[src/rtl/ps2_kbd_rx_pkg.sv]
// Shared types and constants for the PS/2 keyboard receiver: frame FSM states,
// scancodes, status-word field positions and a key classification helper.
package ps2_pkg;

    typedef enum logic [1:0] {
        IDLE,
        DATA,
        PARITY,
        STOP
    } state_e;

    localparam logic [7:0] SC_EXT   = 8'hE0;
    localparam logic [7:0] SC_BRK   = 8'hF0;
    localparam logic [7:0] SC_LEFT  = 8'h6B;
    localparam logic [7:0] SC_RIGHT = 8'h74;
    localparam logic [7:0] SC_SPACE = 8'h29;
    localparam logic [7:0] SC_A     = 8'h1C;
    localparam logic [7:0] SC_D     = 8'h23;

    localparam int WORD_LEFT_BIT   = 0;
    localparam int WORD_RIGHT_BIT  = 1;
    localparam int WORD_SPACE_BIT  = 2;
    localparam int WORD_CODE_LSB   = 8;
    localparam int WORD_ERRCNT_LSB = 16;

    typedef enum logic [2:0] {
        KEY_NONE,
        KEY_LEFT,
        KEY_RIGHT,
        KEY_SPACE,
        KEY_A,
        KEY_D
    } key_e;

    // Letter keys are always recognised here; the receiver decides whether to act on them.
    function automatic key_e classify_key(input logic ext, input logic [7:0] code);
        key_e k;
        k = KEY_NONE;
        if (ext) begin
            if (code == SC_LEFT)
                k = KEY_LEFT;
            else if (code == SC_RIGHT)
                k = KEY_RIGHT;
        end else begin
            if (code == SC_SPACE)
                k = KEY_SPACE;
            else if (code == SC_A)
                k = KEY_A;
            else if (code == SC_D)
                k = KEY_D;
        end
        return k;
    endfunction

endpackage

[src/rtl/ps2_kbd_rx_if.sv]
// Bundle of PS/2 pin inputs and receiver status outputs; slave is the receiver side,
// master is whatever drives the pins and consumes the status.
interface ps2_kbd_rx_if;

    logic        ps2_clk_i;
    logic        ps2_dat_i;
    logic [31:0] ps2_word;
    logic        code_valid;
    logic [7:0]  code;
    logic        frame_err;

    modport master (
        output ps2_clk_i,
        output ps2_dat_i,
        input  ps2_word,
        input  code_valid,
        input  code,
        input  frame_err
    );

    modport slave (
        input  ps2_clk_i,
        input  ps2_dat_i,
        output ps2_word,
        output code_valid,
        output code,
        output frame_err
    );

endinterface

[src/rtl/ps2_kbd_rx_sync_edge.sv]
// Synchronizes the raw PS/2 clock and data pins and flags the falling edge of the
// synchronized PS/2 clock as a one-cycle strobe.
module ps2_sync_edge
    import ps2_pkg::*;
#(
    parameter int STAGES = 2
) (
    input  logic clk,
    input  logic reset,
    input  logic i_ps2_clk,
    input  logic i_ps2_dat,
    output logic o_dat,
    output logic o_fe
);

    // Fewer than two stages would not protect against metastability.
    localparam int N = (STAGES < 2) ? 2 : STAGES;

    logic [N-1:0] r_clk_sync;
    logic [N-1:0] r_dat_sync;
    logic         r_clk_prev;

    // Clearing to 0 means a line that is already high after reset looks like a rising edge, never a falling one.
    always_ff @(posedge clk or posedge reset) begin
        if (reset) begin
            r_clk_sync <= '0;
            r_dat_sync <= '0;
            r_clk_prev <= 1'b0;
        end else begin
            r_clk_sync <= {r_clk_sync[N-2:0], i_ps2_clk};
            r_dat_sync <= {r_dat_sync[N-2:0], i_ps2_dat};
            r_clk_prev <= r_clk_sync[N-1];
        end
    end

    assign o_fe  = r_clk_prev & ~r_clk_sync[N-1];
    assign o_dat = r_dat_sync[N-1];

endmodule

[src/rtl/ps2_kbd_rx.sv]
// PS/2 keyboard receiver: frames 11-bit device-to-host words and tracks arrow/space keys
// in a 32-bit status word. Define PS2_KBD_WASD_EN to let A/D also drive left/right.
module ps2_kbd_rx
    import ps2_pkg::*;
#(
    parameter int TIMEOUT_CYCLES = 50000,
    parameter int SYNC_STAGES    = 2
) (
    input  logic          clk,
    input  logic          reset,
    ps2_kbd_rx_if.slave   bus
);

    localparam int                TO_W    = $clog2(TIMEOUT_CYCLES + 1);
    localparam logic [TO_W-1:0]   TO_LAST = TO_W'(TIMEOUT_CYCLES - 1);

    logic w_dat;
    logic w_fe;

    state_e          r_state;
    state_e          w_state_next;
    logic [2:0]      r_bit_cnt;
    logic [7:0]      r_shift;
    logic            r_parity;
    logic [TO_W-1:0] r_to_cnt;

    logic w_start;
    logic w_shift_en;
    logic w_par_en;
    logic w_good;
    logic w_bad;
    logic w_timeout;

    logic       r_code_valid;
    logic       r_frame_err;
    logic [7:0] r_code;

    logic       r_ext;
    logic       r_brk;
    logic       r_left_arrow;
    logic       r_right_arrow;
    logic       r_space;
    logic [7:0] r_last_code;
    logic [7:0] r_err_cnt;
    key_e       w_key;
    logic       w_left;
    logic       w_right;
    logic [31:0] w_word;

`ifdef PS2_KBD_WASD_EN
    logic r_left_a;
    logic r_right_d;
`endif

    ps2_sync_edge #(
        .STAGES (SYNC_STAGES)
    ) u_sync (
        .clk       (clk),
        .reset     (reset),
        .i_ps2_clk (bus.ps2_clk_i),
        .i_ps2_dat (bus.ps2_dat_i),
        .o_dat     (w_dat),
        .o_fe      (w_fe)
    );

    always_ff @(posedge clk or posedge reset) begin
        if (reset)
            r_state <= IDLE;
        else
            r_state <= w_state_next;
    end

    // A timeout wins only when no edge arrives in the same cycle.
    always_comb begin
        w_state_next = r_state;
        w_start      = 1'b0;
        w_shift_en   = 1'b0;
        w_par_en     = 1'b0;
        w_good       = 1'b0;
        w_bad        = 1'b0;
        w_timeout    = 1'b0;
        if (r_state != IDLE && !w_fe && r_to_cnt == TO_LAST) begin
            w_timeout    = 1'b1;
            w_state_next = IDLE;
        end else if (w_fe) begin
            case (r_state)
                IDLE: begin
                    if (!w_dat) begin
                        w_start      = 1'b1;
                        w_state_next = DATA;
                    end
                end
                DATA: begin
                    w_shift_en = 1'b1;
                    if (r_bit_cnt == 3'd7)
                        w_state_next = PARITY;
                end
                PARITY: begin
                    w_par_en     = 1'b1;
                    w_state_next = STOP;
                end
                STOP: begin
                    w_state_next = IDLE;
                    if (w_dat && (^{r_shift, r_parity}))
                        w_good = 1'b1;
                    else
                        w_bad = 1'b1;
                end
                default: w_state_next = IDLE;
            endcase
        end
    end

    always_ff @(posedge clk or posedge reset) begin
        if (reset) begin
            r_bit_cnt <= 3'd0;
            r_shift   <= 8'h00;
            r_parity  <= 1'b0;
            r_to_cnt  <= '0;
        end else begin
            if (w_start) begin
                r_bit_cnt <= 3'd0;
                r_shift   <= 8'h00;
            end else if (w_shift_en) begin
                r_bit_cnt <= r_bit_cnt + 3'd1;
                r_shift   <= {w_dat, r_shift[7:1]};
            end
            if (w_par_en)
                r_parity <= w_dat;
            if (r_state == IDLE || w_fe || w_timeout)
                r_to_cnt <= '0;
            else
                r_to_cnt <= r_to_cnt + 1'b1;
        end
    end

    always_ff @(posedge clk or posedge reset) begin
        if (reset) begin
            r_code_valid <= 1'b0;
            r_frame_err  <= 1'b0;
            r_code       <= 8'h00;
        end else begin
            r_code_valid <= w_good;
            r_frame_err  <= w_bad | w_timeout;
            if (w_good)
                r_code <= r_shift;
        end
    end

    assign w_key = classify_key(r_ext, r_code);

    // Any frame error, including a timeout, drops a pending E0/F0 prefix.
    always_ff @(posedge clk or posedge reset) begin
        if (reset) begin
            r_ext         <= 1'b0;
            r_brk         <= 1'b0;
            r_left_arrow  <= 1'b0;
            r_right_arrow <= 1'b0;
            r_space       <= 1'b0;
            r_last_code   <= 8'h00;
            r_err_cnt     <= 8'h00;
`ifdef PS2_KBD_WASD_EN
            r_left_a      <= 1'b0;
            r_right_d     <= 1'b0;
`endif
        end else if (r_frame_err) begin
            r_ext <= 1'b0;
            r_brk <= 1'b0;
            if (r_err_cnt != 8'hFF)
                r_err_cnt <= r_err_cnt + 8'd1;
        end else if (r_code_valid) begin
            if (r_code == SC_EXT) begin
                r_ext <= 1'b1;
            end else if (r_code == SC_BRK) begin
                r_brk <= 1'b1;
            end else begin
                r_ext       <= 1'b0;
                r_brk       <= 1'b0;
                r_last_code <= r_code;
                case (w_key)
                    KEY_LEFT:  r_left_arrow  <= ~r_brk;
                    KEY_RIGHT: r_right_arrow <= ~r_brk;
                    KEY_SPACE: r_space       <= ~r_brk;
`ifdef PS2_KBD_WASD_EN
                    KEY_A:     r_left_a      <= ~r_brk;
                    KEY_D:     r_right_d     <= ~r_brk;
`endif
                    default: ;
                endcase
            end
        end
    end

`ifdef PS2_KBD_WASD_EN
    assign w_left  = r_left_arrow | r_left_a;
    assign w_right = r_right_arrow | r_right_d;
`else
    assign w_left  = r_left_arrow;
    assign w_right = r_right_arrow;
`endif

    always_comb begin
        w_word                              = 32'h0000_0000;
        w_word[WORD_LEFT_BIT]               = w_left;
        w_word[WORD_RIGHT_BIT]              = w_right;
        w_word[WORD_SPACE_BIT]              = r_space;
        w_word[WORD_CODE_LSB +: 8]          = r_last_code;
        w_word[WORD_ERRCNT_LSB +: 8]        = r_err_cnt;
    end

    assign bus.ps2_word   = w_word;
    assign bus.code_valid = r_code_valid;
    assign bus.code       = r_code;
    assign bus.frame_err  = r_frame_err;

endmodule

[src/flat_wrapper.sv]
// flat-port wrapper written by rule: the top's interface ports become plain ports
module ps2_kbd_rx_flat import ps2_pkg::*;
#(
    parameter int TIMEOUT_CYCLES = 50000,
    parameter int SYNC_STAGES    = 2
)
  (clk, reset, bus_ps2_clk_i, bus_ps2_dat_i, bus_ps2_word, bus_code_valid, bus_code, bus_frame_err);
  ps2_kbd_rx_if bus_i ();
  input  logic clk;
  input  logic reset;
  input wire logic [$bits(bus_i.ps2_clk_i)-1:0] bus_ps2_clk_i;
  input wire logic [$bits(bus_i.ps2_dat_i)-1:0] bus_ps2_dat_i;
  output wire logic [$bits(bus_i.ps2_word)-1:0] bus_ps2_word;
  output wire logic [$bits(bus_i.code_valid)-1:0] bus_code_valid;
  output wire logic [$bits(bus_i.code)-1:0] bus_code;
  output wire logic [$bits(bus_i.frame_err)-1:0] bus_frame_err;
  assign bus_i.ps2_clk_i = bus_ps2_clk_i;
  assign bus_i.ps2_dat_i = bus_ps2_dat_i;
  assign bus_ps2_word = bus_i.ps2_word;
  assign bus_code_valid = bus_i.code_valid;
  assign bus_code = bus_i.code;
  assign bus_frame_err = bus_i.frame_err;
  ps2_kbd_rx #(.TIMEOUT_CYCLES(TIMEOUT_CYCLES), .SYNC_STAGES(SYNC_STAGES)) u_core (.clk(clk), .reset(reset), .bus(bus_i));
endmodule
[config.mk]
export PLATFORM = sky130hd
export DESIGN_NAME = ps2_kbd_rx_flat
export DESIGN_NICKNAME = d
export VERILOG_FILES = /design/src/rtl/ps2_kbd_rx_pkg.sv /design/src/rtl/ps2_kbd_rx_if.sv /design/src/rtl/ps2_kbd_rx_sync_edge.sv /design/src/rtl/ps2_kbd_rx.sv /design/src/flat_wrapper.sv
export SDC_FILE = /design/constraint.sdc
export NUM_CORES = 1
export LEC_CHECK = 0
export ABC_AREA = 1
export CAP_MARGIN = 10
export CORE_MARGIN = 2
export CORE_UTILIZATION = 50
export CTS_CLUSTER_SIZE = 12
export DETAILED_ROUTE_END_ITERATION = 16
export HOLD_SLACK_MARGIN = 0.06
export PLACE_DENSITY_LB_ADDON = 0.05
export SLEW_MARGIN = 20
export SYNTH_ARGS = -nofsm -noshare
export SYNTH_HDL_FRONTEND = slang
export SYNTH_SLANG_ARGS = --single-unit
[constraint.sdc]
create_clock -name clk -period 1.8 [get_ports clk]
set_input_delay 0.18 -clock clk [delete_from_list [all_inputs] [get_ports clk]]
set_output_delay 0.18 -clock clk [all_outputs]
set_load 0.01 [all_outputs]
==> flow_summary.ini, run 1 <==
[outcome]
status = completed

[yosys]
yosysUniqueCellTypes = 33
ys.flop_type = dfrtp_1
avgSynthCellArea_sq_um = 8.10
netlist_instances = 437
netlist_area_sq_um = 3540
synth-edff-count = 0
yosysWarnings = 0
ys_seq_area_share_pct = 46.7
ys_async_sr_fraction_pct = 100
synth-seq-cells = 66

[sta]
drv_slew = 0
skew_ps = 12.7
fmax_ghz = 0.631
min_period_ps = 1580
finalSetupViolCount = 0
hold_viol = 0
fin_crit_sh_pct = 88.0
fin_setup_tns_ps = 0
rsz0062_at_grt = false
hold_ws_ps = 188

[detailed_routing]
drc = 0
routed_via_density = 4.79
drt_first_pass_iters = 5
ant_nets = 0
avgRoutedWirePerCell_um = 11.2
dr_total_vias = 2764
wirelength_mm = 6.48
dr.first_iter.drc_count = 125

[cts]
root_buffer = clkbuf_8
cts.sinks = 66
cts_resized = 0
cts_tree = built
cts_max_level = 3
clk_pin_slew_ps = 80
clockBufferDepth = 2
insertion_delay_ps = 350
numCtsBuffers = 9
post-cts-setup-buffer-count = 0
ctsHoldBuffers = 0

[global_routing]
antenna_found_initial = 0
grt-ovfl-total = 0
grt_pass1_wl_mm = 11.3
grtUsageTotal_pct = 18.5
grt_max_degree = 27
grt_pass1_vias = 2559

[die]
core_region_area_sq_um = 6830
start_util_pct = 51.8
fp.dieW_um = 88.1
io_pins = 46
row_count = 30
dieArea_sq_um = 7770
fp.dieH_um = 88.1

[worst_setup_path]
critPathMaxStageDelay_ps = 580
r2r_start = u_core.r_err_cnt[0]
worstReg2RegEnd = u_core.r_err_cnt[3]
crit_required_ps = 1620
ff2ff_path_depth = 8
path_depth = 1
startpoint_type = register
cp_cell_sequence = clkdlybuf4s50_1
end_kind = primary output
cp_num_buf_inv = 1
cpLargestDelayFamily = buffers and inverters
path_class = register to primary output
critPathSlowestCell = clkdlybuf4s50_1
rrSetupSlack_ps = 230
arrival_ps = 1400
crit_fanout = 6

[place]
hpwl_mm = 4.78
place_inst = 561
io_buffers = 32
gp_congestion = 0.829

[hold_path]
hold_path_class = input pin to async pin

[job]
max_cap_violations = 0

[final_layout]
nets = 488
final-instance-count-excl-fill = 577
area_growth_pct = 17.5
drive_above_1_share_pct = 10.8
fillers = 625
antennaDiodeCount = 0

[power]
power.leakage_nw = 1.92
peakVddDrop_v = 0.000738
power_density_nw_per_um2 = 1200
==> power breakdown <==
part / internal [W] / switching (W) / total (W)
registers: 0.00174 / 0.000324 / 0.00206
logic: 0.000625 / 0.000941 / 0.00157
clock network: 0.000776 / 0.000588 / 0.00136
total: 0.00314 / 0.00185 / 0.00499
==> cells in the final DEF (no fill, tap or decap), types with 8 or more instances in the layout <==
cell               n
nor2_2             8
dfrtp_1           66
clkdlybuf4s50_1   32
nor2_1            38
inv_1             55
o21ai_0           22
clkbuf_8           9
ha_1               8
nand2_1          112
a21oi_1           14
nand3_1           16
nor3_1             8
nand4_1           17
conb_1            13
==> cell usage after synthesis, types with 3 or more instances <==
cell / number / share of area, %
dfrtp_1: 66 / 47
inv_1: 56 / 5.9
inv_2: 4 / 0.42
a211oi_1: 3 / 0.64
xnor2_1: 6 / 1.5
nor2_1: 38 / 4.0
nand2_2: 5 / 0.88
o21ai_0: 22 / 3.1
buf_4: 17 / 3.6
o21ai_1: 5 / 0.71
a21oi_1: 14 / 2.0
nand4_1: 17 / 3.0
nand3_2: 5 / 1.4
xor2_1: 6 / 1.5
ha_1: 8 / 2.8
nor3_1: 8 / 1.1
nand2_1: 112 / 12
nor2_2: 8 / 1.4
nand3_1: 16 / 2.3
nor3b_1: 5 / 1.1
==> cell families (layout without fill, tap and decap cells) <==
family / Yosys count / after routing / share of synthesized area, %
AO/OA/AOI/OAI: 46 / 46 / 6.90
XOR/XNOR: 12 / 12 / 2.97
adder cells (fa/ha/maj): 8 / 8 / 2.83
flip-flops: 66 / 66 / 46.7
buffers and inverters: 81 / 113 / 10.6
other: 1 / 13 / 0.106
AND/OR/NAND/NOR: 223 / 223 / 29.9
==> metrics by stage <==
stage,area [sq um],utilization (%),total power [W],worst slack (ps)
after global placement,3940,57.7,0.00362,294
after CTS,4160,60.8,0.00505,187
after detailed placement,3940,57.7,0.00367,225
after floorplan,3590,-,0.00324,361
after global routing,4160,60.8,0.00538,11.6
final,4160,60.8,0.00499,216
==> area by class of cell <==
class / count / area, sq um / area share [%]
multi-input combinational: 302 / 1560 / 37.4
clock inverter: 7 / 93.8 / 2.26
clock buffer: 9 / 124 / 2.98
sequential: 66 / 1650 / 39.7
inverter: 60 / 229 / 5.51
timing repair buffer: 37 / 383 / 9.21
tap: 96 / 120 / 2.89
==> worst max path at each step <==
stage                                    start                   to  slack (ps)
final                     u_core.bus.frame_err        bus_frame_err         220
after global routing       u_core.r_err_cnt[1]  u_core.r_err_cnt[2]          10
after CTS                 u_core.bus.frame_err        bus_frame_err         190
after detailed placement   u_core.r_err_cnt[0]  u_core.r_err_cnt[3]         230
after global placement     u_core.r_err_cnt[0]  u_core.r_err_cnt[3]         290
after floorplan            u_core.r_err_cnt[0]  u_core.r_err_cnt[3]         360
==> registers in the layout, indices dropped and copies added (netlist names) <==
register,flops
u_core.u_sync.r_clk_sync,2
u_core.r_shift,8
u_core.r_ext,1
u_core.bus.frame_err,1
u_core.r_last_code,8
u_core.u_sync.r_clk_prev,1
u_core.r_err_cnt,8
u_core.r_left_arrow,1
u_core.r_space,1
u_core.bus.code_valid,1
u_core.r_brk,1
u_core.r_right_arrow,1
u_core.u_sync.r_dat_sync,2
u_core.r_parity,1
u_core.r_bit_cnt,3
u_core.bus.code,8
u_core.r_state,2
u_core.r_to_cnt,16
==> layer usage <==
layer  up-vias  global-route usage, %  routed length, um
met5         -                      0                  0
met3         7                   4.52                225
li1       1450                      -                  -
met4         0                   5.79                 69
met1      1255                   25.3               3230
met2        52                   29.1               2950
(Power assumes the default switching activity.)
==> run 2, diff against run 1 <==
==> constraint.sdc (replaced) <==
create_clock -name clk -period 1.4 [get_ports clk]
set_input_delay 0.14 -clock clk [delete_from_list [all_inputs] [get_ports clk]]
set_output_delay 0.14 -clock clk [all_outputs]
set_load 0.01 [all_outputs]
==> run 2 against run 1 <==
The run now ends with negative setup slack left. Routed wire length grew 29%. Clock-buffer cell count grew 3. Cell count grew 12%. Non-clock buffer count grew 69. Utilization grew 14 points. First-iteration DRC count grew 14%.
==> flow_summary.ini, run 2 (synthesized netlist as in run 1, its figures left out) <==
[cts]
numCtsBuffers = 9
cts_tree = built
cts_max_level = 3
root_buffer = clkbuf_8
cts.sinks = 66
ctsHoldBuffers = 0
clockBufferDepth = 2
clk_pin_slew_ps = 70
insertion_delay_ps = 340

[outcome]
failed_checks = negative setup slack
status = complete, but fails checks

[sta]
fmax_ghz = 0.654
hold_viol = 0
min_period_ps = 1530
rsz0062_at_grt = true
drv_slew = 0
hold_ws_ps = 207
fin_ws_ps = -128
finalSetupViolCount = 24
skew_ps = 8.42
fin_crit_sh_pct = 109

[power]
netSwitchingPower_w = 0.00285
p_clk_share_pct = 24.0
peakVddDrop_v = 0.00119
power_frac_seq_pct = 34.8
power_density_nw_per_um2 = 1490
combPwrFrac_pct = 41.3
power.leakage_nw = 2.67
p_int_w = 0.00472
swShare_pct = 37.7

[global_routing]
grt-ovfl-total = 0
grt_max_degree = 38
grtUsageTotal_pct = 20.9
grt_pass1_wl_mm = 12.6
grt_pass1_vias = 2927
antenna_found_initial = 0

[detailed_routing]
drc = 0
drt_first_pass_iters = 4
avgRoutedWirePerCell_um = 12.9
dr_total_vias = 3191
routed_via_density = 4.92
wirelength_mm = 8.38
dr.first_iter.drc_count = 142
ant_nets = 0

[worst_setup_path]
path_class = register to register
startpoint_type = register
end_kind = register
cp-startpoint = u_core.r_to_cnt[0]
crit_required_ps = 1620
crit_fanout = 4
r2r_start = u_core.r_to_cnt[0]
arrival_ps = 1750

[final_layout]
largest_register_ffs = 16
largest_register = u_core.r_to_cnt
antennaDiodeCount = 0
mostFrequentLayoutCells = 97 x nand2_1, 67 x buf_4, 59 x dfrtp_1
final_common_cell = nand2_1
area_growth_pct = 43.7
fillers = 508
nets = 560
drive_above_1_share_pct = 34.9
final_area_sq_um = 5080

[place]
io_buffers = 32
place_area_sq_um = 4260
gp_congestion = 0.849
hpwl_mm = 5.16

[die]
io_pins = 46
dieArea_sq_um = 7770
start_util_pct = 51.8
fp.dieW_um = 88.1
core_region_area_sq_um = 6830
row_count = 30
fp.dieH_um = 88.1

[job]
max_cap_violations = 0

[hold_path]
hold_path_class = input pin to async pin
[run 2: layer usage]
metal / share of wire [%] / vias to the layer above / GRT usage, %
met4: 2.0 / 0 / 8.82
met1: 43 / 1501 / 27.2
met5: 0 / - / 0
met2: 51 / 79 / 34.4
li1: - / 1596 / -
met3: 3.6 / 15 / 3.96
[run 2: through the flow]
step           power [W]  instances  setup TNS [ps]  util [%]  worst slack (ps)
5_1_grt          0.00809        649           -4730      74.4              -222
3_3_place_gp     0.00501        603            -562      62.4             -98.7
3_5_place_dp     0.00511        603           -1180      62.4              -117
4_1_cts          0.00717        634            -446      68.1             -79.7
6_report         0.00758        649           -1130      74.4              -128
2_1_floorplan    0.00417        449               0         -              21.0
[run 2: worst max-delay path: stages (launching register included)]
cell     delay [ps]
dfrtp_1         430
ha_4            170
nand3_4          80
nor2_2          170
nand3_2         140
nand2_1          90
nand2_1         100
nand2_1         120
o21ai_1          80
[run 2: path summary, 6_finish.rpt]
kind                                          endpoint  slack (ps)  cells after the start
min reg2reg                u_core.u_sync.r_clk_sync[1]         360                      0
max reg2reg                          u_core.r_state[1]        -130                      8
min in group clk           u_core.u_sync.r_dat_sync[0]         250                      1
max in group asynchronous            u_core.r_shift[2]         820                      3
max                                  u_core.r_state[1]        -130                      8
min                                 u_core.bus.code[3]         210                      3
[run 2: timing repair]
item                                    in CTS  in global routing
gates cloned                                 1                  3
buffers inserted                            14                 12
endpoints found under the setup margin      50                 68
resized for setup                           41                 99
pin swaps                                    9                 17
hold endpoints to repair                     0                  0
[run 2: power by group through the flow]
stage               registers, W  logic, W  clock network (W)
global route             0.00269   0.00345            0.00194
finish                   0.00263   0.00313            0.00182
global placement         0.00261   0.00240                  0
CTS                      0.00258   0.00275            0.00185
floorplan                0.00263   0.00154                  0
detailed placement       0.00263   0.00248                  0
[run 2: area by class of cell]
| cell class | count | area, sq um | area share (%) |
|---|---|---|---|
| timing repair buffer | 106 | 921 | 18.1 |
| sequential | 66 | 1660 | 32.7 |
| multi-input combinational | 304 | 1910 | 37.5 |
| timing repair inverter | 1 | 8.76 | 0.172 |
| tap | 96 | 120 | 2.36 |
| inverter | 60 | 239 | 4.70 |
| clock buffer | 12 | 155 | 3.05 |
| clock inverter | 4 | 73.8 | 1.45 |
